**config.mk**
```make
export PLATFORM = sky130hd
export DESIGN_NAME = fetch_hazard_ctrl
export DESIGN_NICKNAME = d
export VERILOG_FILES = /design/src/rtl/mips8_defs.sv /design/src/rtl/hazard_detect.sv /design/src/rtl/fetch_hazard_ctrl.sv
export SDC_FILE = /design/constraint.sdc
export NUM_CORES = 1
export LEC_CHECK = 0
export ABC_AREA = 1
export CORE_UTILIZATION = 44
export DETAILED_ROUTE_END_ITERATION = 8
export PLACE_DENSITY = 0.88
export RECOVER_POWER = 25
export SYNTH_ARGS = -nofsm -noshare
export SYNTH_HDL_FRONTEND = slang
export SYNTH_SLANG_ARGS = --single-unit
```
**constraint.sdc**
```tcl
create_clock -name clk -period 3.45 [get_ports clk]
set_clock_uncertainty 0.05 [all_clocks]
set_input_delay 0.8625 -clock clk [delete_from_list [all_inputs] [get_ports clk]]
set_output_delay 0.8625 -clock clk [all_outputs]
set_load 0.05 [all_outputs]
```
**src/rtl/mips8_defs.sv**
```systemverilog
// ---------------------------------------------------------------------------
// mips8_defs
// Shared definitions for the 8-bit pipelined MIPS core: opcode constants,
// 24-bit instruction field positions, fetch-controller state encodings and
// small field-extraction helpers. PC_IM, the decoder and the fetch hazard
// controller all import this package.
// ---------------------------------------------------------------------------
package mips8_defs;

    localparam int INS_W = 24;

    // Instruction field bit positions
    localparam int OPC_HI = 23;
    localparam int OPC_LO = 19;
    localparam int RD_HI  = 18;
    localparam int RD_LO  = 16;
    localparam int RS1_HI = 15;
    localparam int RS1_LO = 13;
    localparam int RS2_HI = 12;
    localparam int RS2_LO = 10;
    localparam int IMM_HI = 7;
    localparam int IMM_LO = 0;

    // Opcodes with special meaning to the fetch stage
    localparam logic [4:0] OPC_NOP  = 5'b00000;
    localparam logic [4:0] OPC_LOAD = 5'b10100;
    localparam logic [4:0] OPC_JMP  = 5'b11000;
    localparam logic [4:0] OPC_HALT = 5'b11111;

    typedef enum logic [1:0] {
        ST_RUN    = 2'd0,
        ST_FLUSH  = 2'd1,
        ST_HALTED = 2'd2
    } fetch_state_t;

    function automatic logic [4:0] ins_opcode(input logic [INS_W-1:0] ins);
        return ins[OPC_HI:OPC_LO];
    endfunction

    function automatic logic [2:0] ins_rd(input logic [INS_W-1:0] ins);
        return ins[RD_HI:RD_LO];
    endfunction

    function automatic logic [2:0] ins_rs1(input logic [INS_W-1:0] ins);
        return ins[RS1_HI:RS1_LO];
    endfunction

    function automatic logic [2:0] ins_rs2(input logic [INS_W-1:0] ins);
        return ins[RS2_HI:RS2_LO];
    endfunction

    function automatic logic [7:0] ins_imm(input logic [INS_W-1:0] ins);
        return ins[IMM_HI:IMM_LO];
    endfunction

endpackage

```
**src/rtl/hazard_detect.sv**
```systemverilog
// ---------------------------------------------------------------------------
// hazard_detect
// Combinational load-use check: flags a hazard when the previous issued
// instruction was a LOAD whose destination matches either source register
// of the instruction now in IF/ID. NOP, JMP and HALT read no registers.
//   prev_load  in  1  previous issued instruction was a LOAD
//   prev_rd    in  3  destination of that instruction
//   opcode     in  5  opcode of the current instruction
//   rs1, rs2   in  3  source register fields of the current instruction
//   hazard     out 1  1 = one bubble required
// ---------------------------------------------------------------------------
module hazard_detect
    import mips8_defs::*;
(
    input  logic       prev_load,
    input  logic [2:0] prev_rd,
    input  logic [4:0] opcode,
    input  logic [2:0] rs1,
    input  logic [2:0] rs2,
    output logic       hazard
);

    logic [2:0] src [2];
    logic [1:0] src_match;
    logic       uses_regs;

    assign src[0] = rs1;
    assign src[1] = rs2;

    generate
        for (genvar gi = 0; gi < 2; gi++) begin : g_src_cmp
            assign src_match[gi] = (src[gi] == prev_rd);
        end
    endgenerate

    assign uses_regs = (opcode != OPC_NOP) && (opcode != OPC_JMP) &&
                       (opcode != OPC_HALT);

    assign hazard = prev_load && uses_regs && (|src_match);

endmodule

```
**src/rtl/fetch_hazard_ctrl.sv**
```systemverilog
// ---------------------------------------------------------------------------
// fetch_hazard_ctrl
// Fetch-stage controller: sequences PC_IM from the instruction in IF/ID.
// Resolves unconditional jumps (one flushed slot), inserts a single bubble
// on load-use, stops fetch on HALT and honours a downstream freeze.
// Outputs are combinational (Mealy) from state, ins, ext_hold and the
// tracking registers.
//   clk          in  1   rising-edge clock
//   reset        in  1   synchronous active-high reset
//   ins          in  24  IF/ID instruction
//   ext_hold     in  1   downstream freeze request
//   Stall        out 1   PC_IM holds PC
//   Stall_pm     out 1   PC_IM holds its instruction register
//   pc_mux_sel   out 1   PC loads jmp_loc instead of PC+1
//   jmp_loc      out 8   jump target
//   issue_valid  out 1   ins advances into ID/EX (0 = bubble)
//   halted       out 1   HALTED state
//   stall_count  out 8   saturating count of Stall cycles
// ---------------------------------------------------------------------------
module fetch_hazard_ctrl
    import mips8_defs::*;
(
    input  logic             clk,
    input  logic             reset,
    input  logic [INS_W-1:0] ins,
    input  logic             ext_hold,
    output logic             Stall,
    output logic             Stall_pm,
    output logic             pc_mux_sel,
    output logic [7:0]       jmp_loc,
    output logic             issue_valid,
    output logic             halted,
    output logic [7:0]       stall_count
);

    fetch_state_t state_reg, state_next;
    logic         prev_load_reg;
    logic [2:0]   prev_rd_reg;
    logic [7:0]   stall_count_reg;
    logic [4:0]   opcode;
    logic         load_use;

    assign opcode = ins_opcode(ins);

    hazard_detect u_hazard_detect (
        .prev_load (prev_load_reg),
        .prev_rd   (prev_rd_reg),
        .opcode    (opcode),
        .rs1       (ins_rs1(ins)),
        .rs2       (ins_rs2(ins)),
        .hazard    (load_use)
    );

    // Decision logic, highest priority first.
    always_comb begin
        Stall       = 1'b0;
        Stall_pm    = 1'b0;
        pc_mux_sel  = 1'b0;
        issue_valid = 1'b0;
        halted      = 1'b0;
        state_next  = state_reg;
        if (reset) begin
            state_next = ST_RUN;
        end else if (state_reg == ST_HALTED) begin
            Stall    = 1'b1;
            Stall_pm = 1'b1;
            halted   = 1'b1;
        end else if (ext_hold) begin
            // Freeze everything; a pending flush survives the hold.
            Stall    = 1'b1;
            Stall_pm = 1'b1;
        end else if (state_reg == ST_FLUSH) begin
            // Wrong-path fetch: dropped regardless of opcode.
            state_next = ST_RUN;
        end else if (load_use) begin
            Stall    = 1'b1;
            Stall_pm = 1'b1;
        end else if (opcode == OPC_JMP) begin
            pc_mux_sel = 1'b1;
            state_next = ST_FLUSH;
        end else if (opcode == OPC_HALT) begin
            Stall      = 1'b1;
            Stall_pm   = 1'b1;
            state_next = ST_HALTED;
        end else begin
            issue_valid = 1'b1;
        end
    end

    assign jmp_loc     = pc_mux_sel ? ins_imm(ins) : 8'h00;
    assign stall_count = stall_count_reg;

    always_ff @(posedge clk) begin
        if (reset) begin
            state_reg       <= ST_RUN;
            prev_load_reg   <= 1'b0;
            prev_rd_reg     <= 3'd0;
            stall_count_reg <= 8'd0;
        end else begin
            state_reg <= state_next;
            if (!ext_hold) begin
                // A bubble never forwards a load, so the stall lasts one cycle.
                prev_load_reg <= issue_valid && (opcode == OPC_LOAD);
                prev_rd_reg   <= ins_rd(ins);
            end
            if (Stall && (stall_count_reg != 8'hFF)) begin
                stall_count_reg <= stall_count_reg + 8'd1;
            end
        end
    end

endmodule

```
==> results.yml, run 1 <==
pwr:
  leakagePower_nw: 0.718
  ir_worst_vdd_mv: 0.203
  pwr_density_cell_mw_per_mm2: 230
setup_path:
  reg2reg_from: "stall_count[1]"
  path_max_fanout: 9
  critPathLaunchType: "input port"
  reg2reg_depth: 7
  reg2reg_to: "stall_count[4]"
  timing.reg2reg.setup_slack_ns: 1.65
  cp_data_arrival_time_ns: 2.42
  cp-endpoint: "jmp_loc[7]"
  cp-startpoint: "ins[22]"
  cp.required_ns: 2.54
  cp-end-kind: "primary output"
  path_class: "in -> out"
yosys:
  synth_nets: 189
  synth.most_common_cell: "nand2_1"
  async_flop_share_pct: 0
  synthTopCellsByArea: "dfxtp_1, nand2_1, inv_1"
  synth_top_area_share_pct: 27.4
  synth_ff_type: "dfxtp_1"
  ys_types: 26
  yosys_warnings: 0
  syn_inst: 161
  synth_edf_count: 0
  syn_area_mm2: 0.00102
  synthTopCellsByCount: "nand2_1, inv_1, nor2_1, dfxtp_1, nand3_1"
  synth_seq_cells: 14
  avgSynthCellArea_um2: 6.35
  synth_area_leader_cell: "dfxtp_1"
  synth.yosys.seq_area_share_pct: 27.4
placement:
  hpwl_um: 2270
  port_buffers: 45
  dp_cells: 233
  routabilityCongestion: 0.864
layout:
  largest_reg_flops: 8
  nNetsFinal: 238
  final.fill_count: 183
  seqCellArea_um2: 280
  insertedDiodeCount: 0
  post-route-util_pct: 74.5
  area_delta_synth_final_pct: 59.7
  stdcell_count: 236
  drive_gt1_share_pct: 17.3
  multi_input_area_um2: 586
detailed_routing:
  drt-initial-drc-count: 25
  finalWirelength_um: 2810
  wl_per_cell_um: 11.9
  final_antenna_net_count: 0
  drc: 0
  firstDrtPassIters: 4
  viasPerCell: 4.96
  vias: 1170
grt:
  antenna_found_initial: 0
  grt_pass1_vias: 1107
  grt_use_total_pct: 23.8
  grt_start_max_net_pins: 15
  grt_pass1_wl_um: 4560
  overflow: 0
sta:
  finalHoldViolations: 0
  post-route-period-util_pct: 96.7
  finalMaxSlewViolations: 0
  setup_viol: 0
  timing.hold.ws_ns: 0.423
  rsz0062_at_grt: "no"
  worst_pin_slew_ns: 0.562
  post-route-min-period_ns: 3.33
  finalSetupTns_ns: 0
  fmax_mhz: 300
  slew_headroom_pct: 62.5
die:
  start_util_pct: 46.7
  fp.coreArea_mm2: 0.00219
  die_w_um: 50.2
  rows: 17
  die_h_um: 50.2
  dieArea_mm2: 0.00252
  num_io_pins: 48
cts:
  cts.sinks: 14
  cts_setup_buffers: 0
  cts_tree: "done"
  clk_pin_slew_ns: 0.08
  cts.path.max_buffers: 2
  clkLatencyLatePin_ns: 0.28
  htree_levels: 1
  cts_hold_buffers: 0
  cts_buffers: 3
  cts_resized: 0
  root_buffer: "clkbuf_4"
flow_run:
  max-cap-violations: 0
worst_hold_path:
  hold_path.startpoint: "state_reg[1]"
  hold_class: "reg -> reg"
run_status:
  outcome: "completed"
==> metrics by stage <==
step / power, mW / setup slack [ns] / instance area [um^2]
after global placement: 0.284 / 0.182 / 1630
after floorplan: 0.233 / 0.0187 / 1020
after global routing: 0.395 / 0.000491 / 1630
final: 0.376 / 0.115 / 1630
after CTS: 0.378 / 0.113 / 1650
after detailed placement: 0.289 / 0.129 / 1630
==> layer usage <==
metal	track usage (%)	share of wire (%)	vias to the layer above
met5	0	0	-
met2	48.0	51	45
met4	7.14	1.3	0
met3	4.24	6.4	5
li1	-	-	601
met1	23.9	41	519
==> cell type report <==
type	count	share of cell area (%)
tap	28	2.15
clock buffer	3	1.38
inverter	29	6.74
multi-input combinational	114	35.9
timing repair buffer	48	36.7
sequential	14	17.2
==> worst min path at each step <==
| stage | to | slack, ns | depth (start not counted) |
|---|---|---|---|
| floorplan | prev_load_reg | 0.39 | 2 |
| global placement | prev_load_reg | 0.40 | 2 |
| detailed placement | state_reg[1] | 0.41 | 2 |
| CTS | state_reg[1] | 0.43 | 2 |
| global route | state_reg[1] | 0.46 | 2 |
| finish | state_reg[1] | 0.42 | 2 |
==> cells in the final DEF, fill, tap and decap left out, drive strengths merged <==
master,instances
a21oi,13
buf,15
clkbuf,4
clkdlybuf4s50,31
clkinv,1
dfxtp,14
dlygate4sd3,1
ha,1
inv,28
nand2,42
nand3,13
nand4,6
nor2,24
nor3,3
nor4,1
o21ai,4
xnor2,2
xor2,5
==> critical path, stage by stage <==
cell	delay, ns
clkdlybuf4s50_1	0.52
nand2_2	0.09
inv_2	0.07
nand3_2	0.06
a21oi_1	0.16
nand2_1	0.20
nor2_1	0.27
buf_12	0.18
==> kinds of logic after synthesis <==
group	Yosys count	share of synthesized area, %
buf+inv	33	13.7
compound gates	17	10.2
fa+ha+maj	1	1.22
flops	14	27.4
simple gates	89	41.5
xor+xnor	7	6.00
==> power breakdown <==
group / switching [mW] / internal, mW / leakage (nW)
Combinational: 0.0586 / 0.0537 / 0.590
Sequential: 0.00484 / 0.167 / 0.114
Clock: 0.0519 / 0.0406 / 0.0138
Total: 0.115 / 0.261 / 0.718
Power figures use the tool's default switching activity.
==> run 2, diff against run 1 <==
SETUP_SLACK_MARGIN = 0.05   (was unset)
==> results.yml, run 2 (synthesized netlist as in run 1, its figures left out) <==
layout:
  post-route-util_pct: 75.5
  final.fill_count: 162
  seqCellArea_um2: 280
  stdcell_count: 235
  mostFrequentLayoutCells: "nand2_1, clkdlybuf4s50_1, inv_1"
  final_area_mm2: 0.00165
  largest_reg_flops: 8
  nNetsFinal: 237
  multi_input_area_um2: 614
  insertedDiodeCount: 0
  layout.cells.most_common: "nand2_1"
  drive_gt1_share_pct: 20.8
  area_delta_synth_final_pct: 61.8
die:
  die_w_um: 50.2
  num_io_pins: 48
  dieArea_mm2: 0.00252
  fp.coreArea_mm2: 0.00219
  rows: 17
  start_util_pct: 46.7
  die_h_um: 50.2
placement:
  hpwl_um: 2280
  dp_cells: 232
  dpl_cell_area_mm2: 0.00163
  port_buffers: 45
  pre_cts_slack_ns: 0.125
  routabilityCongestion: 0.866
detailed_routing:
  firstDrtPassIters: 4
  viasPerCell: 4.94
  final_antenna_net_count: 0
  wl_per_cell_um: 12.2
  vias: 1161
  drc: 0
  finalWirelength_um: 2880
  drt-initial-drc-count: 13
worst_hold_path:
  hold_class: "reg -> reg"
  hold_path.startpoint: "state_reg[1]"
setup_path:
  cp_data_arrival_time_ns: 2.40
  cp-startpoint: "ins[23]"
  crit_chain: "clkdlybuf4s50_1 -> nand2_2 -> inv_2 -> nand3_2 -> a21oi_1 -> nand2_2 -> nor2_1 -> buf_12"
  cpPeakStageDelay_ns: 0.52
  cp-end-kind: "primary output"
  path_max_fanout: 9
  path_class: "in -> out"
  cpMaxStageDelayCell: "clkdlybuf4s50_1"
  path_buf_inv: 3
  critical_path.most_common_cell: "nand2_2"
  critPathLaunchType: "input port"
  path_delay_family: "buffers and inverters"
  cp.required_ns: 2.54
  reg2reg_from: "stall_count[1]"
sta:
  setup_ws_ns: 0.139
  worst_pin_slew_ns: 0.664
  finalHoldViolations: 0
  setup_viol: 0
  fmax_mhz: 302
  post-route-min-period_ns: 3.31
  finalSetupTns_ns: 0
  rsz0062_at_grt: "yes"
  slew_headroom_pct: 55.7
  post-route-period-util_pct: 96.0
  timing.hold.ws_ns: 0.421
  finalMaxSlewViolations: 0
flow_run:
  max-cap-violations: 0
pwr:
  pwr-share-seq_pct: 45.1
  ir_worst_vdd_mv: 0.290
  pwr_density_cell_mw_per_mm2: 229
  cellInternalPower_mw: 0.261
  swShare_pct: 31.3
  combinationalPowerShare_pct: 30.0
  leakagePower_nw: 0.713
  power_switching_mw: 0.119
  clkPwrFrac_pct: 24.9
  total_power_mw: 0.379
cts:
  cts_tree: "done"
  root_buffer: "clkbuf_4"
  cts.sinks: 14
  cts.path.max_buffers: 2
  cts_buffers: 3
  htree_levels: 1
  cts_hold_buffers: 0
  cts_setup_buffers: 0
  cts_resized: 0
  clk_pin_slew_ns: 0.08
  clkLatencyLatePin_ns: 0.29
grt:
  grt_use_total_pct: 24.6
  grt_pass1_vias: 1180
  grt_pass1_wl_um: 4850
  antenna_found_initial: 0
  grt_start_max_net_pins: 15
  overflow: 0
run_status:
  outcome: "completed"
[run 2: layer usage]
layer | part of all wire (%) | track usage (%) | wire length, um
met2 | 52 | 47.8 | 1500
met4 | 1.1 | 9.52 | 31
met3 | 6.6 | 5.76 | 190
met5 | 0 | 0 | 0
met1 | 40 | 24.5 | 1150
[run 2: layout make-up]
type,count,share of cell area (%)
timing repair buffer,47,35.8
multi-input combinational,114,37.1
tap,28,2.12
clock buffer,3,1.36
inverter,29,6.66
sequential,14,16.9
[run 2: path summary, 6_finish.rpt]
| kind | endpoint | slack (ns) | depth (start not counted) |
|---|---|---|---|
| max | jmp_loc[4] | 0.14 | 8 |
| max reg2reg | stall_count[2] | 1.64 | 7 |
| min | state_reg[1] | 0.42 | 2 |
| min reg2reg | state_reg[1] | 0.42 | 2 |
[run 2: tightest hold or removal path, stage by stage, from the launching register on]
cell	delay, ns
dfxtp_1	0.31
nand2_1	0.06
a21oi_1	0.05
[run 2: power by group through the flow]
stage	Clock, mW	Combinational [mW]	Sequential (mW)
6_report	0.0945	0.114	0.171
5_1_grt	0.102	0.123	0.172
4_1_cts	0.0919	0.115	0.171
3_5_place_dp	0	0.114	0.175
3_3_place_gp	0	0.109	0.175
2_1_floorplan	0	0.0520	0.182
